### src/rtl/dcls_pkg.sv
// Shared DCLS definitions: FSM state encoding (also used by the comparator),
// self-test status codes and the comparator error-latency helper.
package dcls_pkg;

    typedef enum logic [2:0] {
        IDLE   = 3'd0,
        WARMUP = 3'd1,
        RUN    = 3'd2,
        INJECT = 3'd3,
        DRAIN  = 3'd4
    } dcls_state_e;

    localparam logic [1:0] TS_PASS  = 2'd0;
    localparam logic [1:0] TS_MISS  = 2'd1;
    localparam logic [1:0] TS_COUNT = 2'd2;
    localparam logic [1:0] TS_ABORT = 2'd3;

    function automatic int dcls_latency(input int num_or_stages);
        return 2 + num_or_stages;
    endfunction

endpackage

### src/rtl/dcls_error_monitor.sv
// Drives the DCLS comparator controls, sequences the single-bit fault-injection
// self-test and keeps sticky mismatch / pair-fault / test status for the safety controller.
module dcls_error_monitor
    import dcls_pkg::*;
#(
    parameter int DATA_WIDTH    = 32,
    parameter int NUM_OR_STAGES = 0
) (
    input  logic                                CLK,
    input  logic                                RESETN,
    input  logic                                ENABLE,
    input  logic                                TEST_REQ,
    input  logic                                CLEAR,
    input  logic                                ERR_DCLS,
    input  logic                                ERR_DCLS_B,
    input  logic                                VALID_OUT,
    input  logic                                IS_FIERR_OUT,
    output logic                                ENERR_DCLS,
    output logic                                FIERR_DCLS,
    output logic                                TEST_BUSY,
    output logic                                TEST_DONE,
    output logic [1:0]                          TEST_STATUS,
    output logic [$clog2(2*DATA_WIDTH)-1:0]     TEST_FAIL_INDEX,
    output logic                                CORE_MISMATCH,
    output logic                                PAIR_FAULT,
    output logic                                IRQ
);

    localparam int NINJ = 2 * DATA_WIDTH;
    localparam int IDXW = $clog2(NINJ);
    localparam int SCW  = IDXW + 1;
    localparam int L    = dcls_latency(NUM_OR_STAGES);

    localparam logic [SCW-1:0] NINJ_S     = SCW'(NINJ);
    localparam logic [SCW-1:0] INJ_LAST   = SCW'(NINJ - 1);
    localparam logic [SCW-1:0] DRAIN_LAST = SCW'(L + 3);

    dcls_state_e     state, state_nxt;
    logic [SCW-1:0]  cnt;       // INJECT length, then DRAIN timeout
    logic [SCW-1:0]  scnt;      // one spare bit so extra samples stay visible
    logic            miss_q;
    logic [IDXW-1:0] fail_idx_q;
    logic [1:0]      status_q;
    logic            core_q, pair_q, irq_q, enerr_q, fierr_q;
    logic            busy, start, done;
    logic [1:0]      done_code;
    logic            core_set, pair_set;

    assign busy     = (state == INJECT) || (state == DRAIN);
    assign start    = (state == RUN) && (state_nxt == INJECT);
    assign core_set = ERR_DCLS && !IS_FIERR_OUT && (state != IDLE);
    assign pair_set = (ERR_DCLS == ERR_DCLS_B);

    always_comb begin
        state_nxt = state;
        done      = 1'b0;
        done_code = TS_PASS;
        unique case (state)
            IDLE:   if (ENABLE) state_nxt = WARMUP;
            WARMUP: if (VALID_OUT) state_nxt = RUN;
            RUN:    if (TEST_REQ) state_nxt = INJECT;
            INJECT: if (cnt == INJ_LAST) state_nxt = DRAIN;
            DRAIN: begin
                // Extra samples keep scnt past NINJ, so they end in the timeout (status 2)
                if (scnt == NINJ_S && !IS_FIERR_OUT) begin
                    done      = 1'b1;
                    done_code = miss_q ? TS_MISS : TS_PASS;
                    state_nxt = RUN;
                end else if (cnt == DRAIN_LAST) begin
                    done      = 1'b1;
                    done_code = TS_COUNT;
                    state_nxt = RUN;
                end
            end
            default: state_nxt = IDLE;
        endcase
        if (state != IDLE && !ENABLE) begin
            state_nxt = IDLE;
            done      = busy;
            done_code = TS_ABORT;
        end
    end

    always_ff @(posedge CLK or negedge RESETN) begin
        if (!RESETN) begin
            state      <= IDLE;
            cnt        <= '0;
            scnt       <= '0;
            miss_q     <= 1'b0;
            fail_idx_q <= '0;
            status_q   <= TS_PASS;
            core_q     <= 1'b0;
            pair_q     <= 1'b0;
            irq_q      <= 1'b0;
            enerr_q    <= 1'b0;
            fierr_q    <= 1'b0;
        end else begin
            state   <= state_nxt;
            enerr_q <= (state_nxt != IDLE);
            fierr_q <= (state_nxt == INJECT);

            if (state_nxt != state) cnt <= '0;
            else if (busy)          cnt <= cnt + SCW'(1);

            if (start) begin
                scnt       <= '0;
                miss_q     <= 1'b0;
                fail_idx_q <= '0;
            end else if (busy && IS_FIERR_OUT) begin
                scnt <= scnt + SCW'(1);
                if (!ERR_DCLS && !miss_q) begin
                    miss_q     <= 1'b1;
                    fail_idx_q <= scnt[IDXW-1:0];
                end
            end

            // Set events take priority over CLEAR
            if (done)       status_q <= done_code;
            else if (CLEAR) status_q <= TS_PASS;

            if (core_set)   core_q <= 1'b1;
            else if (CLEAR) core_q <= 1'b0;

            if (pair_set)   pair_q <= 1'b1;
            else if (CLEAR) pair_q <= 1'b0;

            irq_q <= core_q | pair_q | (status_q != TS_PASS);
        end
    end

    assign ENERR_DCLS      = enerr_q;
    assign FIERR_DCLS      = fierr_q;
    assign TEST_BUSY       = busy;
    assign TEST_DONE       = done;
    assign TEST_STATUS     = status_q;
    assign TEST_FAIL_INDEX = fail_idx_q;
    assign CORE_MISMATCH   = core_q;
    assign PAIR_FAULT      = pair_q;
    assign IRQ             = irq_q;

endmodule

### config.mk
export PLATFORM = sky130hd
export DESIGN_NAME = dcls_error_monitor
export DESIGN_NICKNAME = d
export VERILOG_FILES = /design/src/rtl/dcls_pkg.sv /design/src/rtl/dcls_error_monitor.sv
export SDC_FILE = /design/constraint.sdc
export NUM_CORES = 1
export LEC_CHECK = 0
export CORE_ASPECT_RATIO = 1.2
export CORE_UTILIZATION = 30
export DETAILED_ROUTE_END_ITERATION = 8
export GPL_TIMING_DRIVEN = 0
export PLACE_DENSITY = 0.53
export SYNTH_ARGS = -nofsm -noshare
export SYNTH_HDL_FRONTEND = slang
export SYNTH_SLANG_ARGS = --single-unit
export TNS_END_PERCENT = 100
### constraint.sdc
create_clock -name CLK -period 2.2 [get_ports CLK]
set_input_delay 0.55 -clock CLK [delete_from_list [all_inputs] [get_ports CLK]]
set_output_delay 0.55 -clock CLK [all_outputs]
set_load 0.02 [all_outputs]
==> flow_summary.toml <==
[timing]
min_period_ns = 2.20
finalSetupViolations = 0
setup_ws_ns = 0.00145
finalCritPeriodShare_pct = 99.9
whs_ns = 0.305
max_freq_mhz = 455
finalHoldViolations = 0
relSlewSlack_pct = 33.6
final.setup_skew_ns = 0.00668
fin_tns_setup_ns = 0
rsz0062_at_grt = "true"
worst_slew_pin_slew_ns = 0.989
slew_violations = 0

[floorplanning]
row_count = 28
coreArea_sq_mm = 0.00501
die-area_sq_mm = 0.00557
start_util_pct = 31.6
dieHeight_um = 81.6
die_x_um = 68.3
ios = 24

[flow_run]
cap_violations = 0

[drt]
vias_per_cell = 4.82
drtAntennaViolNets = 0
via_count = 1322
wl_um = 3480
firstDrtPassIters = 4
drt_iter0_markers = 29
wl_per_cell_um = 12.7
drt_drc_violations_left = 0

[clocking]
hold_buffers = 0
path_clk_slew_ns = 0.07
cts_buffers = 5
clock_latency_ns = 0.28
cts_buffer_depth = 2
htree_levels = 2
cts_tree = "built"
clockRootBuffer = "clkbuf_8"
cts.sinks = 31

[global_routing]
grt_usage_pct = 14.7
grt_first_pass_wirelength_um = 6000
grt_max_degree = 32
grt_overflow_total = 0
grt_pass1_vias = 1296
antenna_found_initial = 0

[placed_design]
port_buffers = 23
place_ws_ns = -0.896
place_hpwl_um = 2450
gp_congestion = 0.723
dp.cells = 253
placed_cell_area_sq_mm = 0.00188

[cells_and_area]
drive_gt1_share_pct = 19.2
nNetsFinal = 226
fillCellCount = 516
final_core_util_pct = 42.3
multi_input_area_sq_um = 783
seqCellArea_sq_um = 776
area_growth_pct = 33.8
n_antenna_cell = 0
final_cells = 274
final_area_sq_mm = 0.00212

[logic_synthesis]
synth.area.top_cells = "dfrtp_1 49%, nand2_1 5.9%, nor2_1 5.0%, xor2_1 5.0%, ha_1 3.2%"
netlist.area_leader.share_pct = 49.0
ys_seq_area_share_pct = 49.0
async_reset_ff_share_pct = 100
synth_nets = 183
yosys_warnings = 0
ys_types = 42
synth_seq_cells = 31
synth.most_common_cell = "dfrtp_1"
synth_top_area_cell = "dfrtp_1"
post_synth.cell_area_avg_sq_um = 9.31
synth_cells = 170
synth.top_cells.by_count = "31 x dfrtp_1, 25 x nand2_1, 21 x nor2_1"
netlist_area_sq_mm = 0.00158
yosys_most_used_dff = "dfrtp_1"
synth_edf_count = 0

[setup_path]
path_cells = "inv_1 -> ha_1 -> nor4b_2 -> nand3b_1 -> a21oi_2 -> a21oi_2 -> inv_1 -> buf_6"
cp_max_fo = 3
crit_type = "reg2out"
crit_path_end_kind = "output port"
slowest_delay_ns = 0.40
worstPathArrival_ns = 1.65
worstPathRequired_ns = 1.65
crit_path_start_kind = "flop"
worst_path_max_delay_cell = "dfrtp_1"

[pwr]
netSwitchingPower_mw = 0.435
p_per_area_mw_per_mm2 = 717
pwr-share-comb_pct = 22.7
seq_power_share_pct = 44.7
p_clk_share_pct = 32.5
totalPowerFinal_mw = 1.52
swShare_pct = 28.7
ir_drop_v = 0.000367
p_leak_nw = 0.941
p_int_mw = 1.08

[status]
status = "complete, no violations"

[worst_hold_path]
hp-class = "in2async"
[final timing paths]
path / start / end / slack (ns) / cells after the start
max in group asynchronous: RESETN / cnt[0] / 1.42 / 1
min in group CLK: TEST_FAIL_INDEX[0] / TEST_FAIL_INDEX[0] / 0.52 / 2
worst min register to register: TEST_FAIL_INDEX[0] / TEST_FAIL_INDEX[0] / 0.52 / 2
worst min-delay path: RESETN / TEST_FAIL_INDEX[0] / 0.31 / 1
worst max-delay path: cnt[1] / TEST_DONE / 0.001 / 8
worst max register to register: cnt[1] / TEST_STATUS[1] / 0.19 / 9
[logic make-up after synthesis]
kind of cell	count (synthesis)	share of synthesized area [%]
simple gates	77	24.4
flops	31	49.0
compound gates	28	11.5
buf+inv	16	3.95
xor+xnor	12	6.64
fa+ha+maj	4	3.16
mux	2	1.34
[sequential cells by signal, indices dropped and copies added (netlist names), 2 cells and up]
signal,flops
cnt,7
scnt,7
TEST_FAIL_INDEX,6
state,3
TEST_STATUS,2
[routing by layer]
metal  wire [um]  track usage (%)  up-vias
met5           0                0        -
met4          54             5.63        0
met3         150             4.17        6
met2        1710             23.9       25
met1        1570             18.1      626
li1            -                -      665
[power groups by stage]
stage	clock network, mW	logic (mW)	registers [mW]
after floorplan	0	0.134	0.712
after CTS	0.516	0.329	0.679
final	0.494	0.345	0.680
after global routing	0.535	0.385	0.689
after detailed placement	0	0.263	0.702
after global placement	0	0.261	0.701
[final cells by class]
cell class	instances	share of cell area [%]
repair buffers	36	15.0
clock buffers	7	4.55
flip-flops and latches	31	36.6
multi-input cells	123	37.0
clock inverters	1	0.354
plain buffers	5	1.00
inverters	11	1.95
well taps	60	3.54
[placed cells by master (no fill, tap or decap), types with 2 or more instances in the layout]
master,count
a211oi_1,2
a21oi_1,5
a21oi_2,2
buf_2,4
buf_4,13
clkbuf_1,2
clkbuf_8,7
clkdlybuf4s50_1,19
dfrtp_1,31
ha_1,4
inv_1,10
nand2_1,25
nand3_1,3
nand3b_1,2
nand4_1,5
nor2_1,21
nor3_1,3
o21ai_0,10
or3_1,2
or3b_2,2
xnor2_1,3
xor2_1,9
[timing repair]
item,CTS,global route
buffers inserted,9,4
resized for setup,17,2
endpoints found under the setup margin,2,1
pin swaps,3,3
[worst max-delay path, delay by kind of cell, from the launching register on]
family | cells | cell delay, ns
adder cells (fa/ha/maj) | 1 | 0.13
AO/OA/AOI/OAI | 2 | 0.26
AND/OR/NAND/NOR | 2 | 0.34
flip-flops | 1 | 0.40
buffers and inverters | 3 | 0.24
Note: power is estimated with default switching activity, not from simulation.
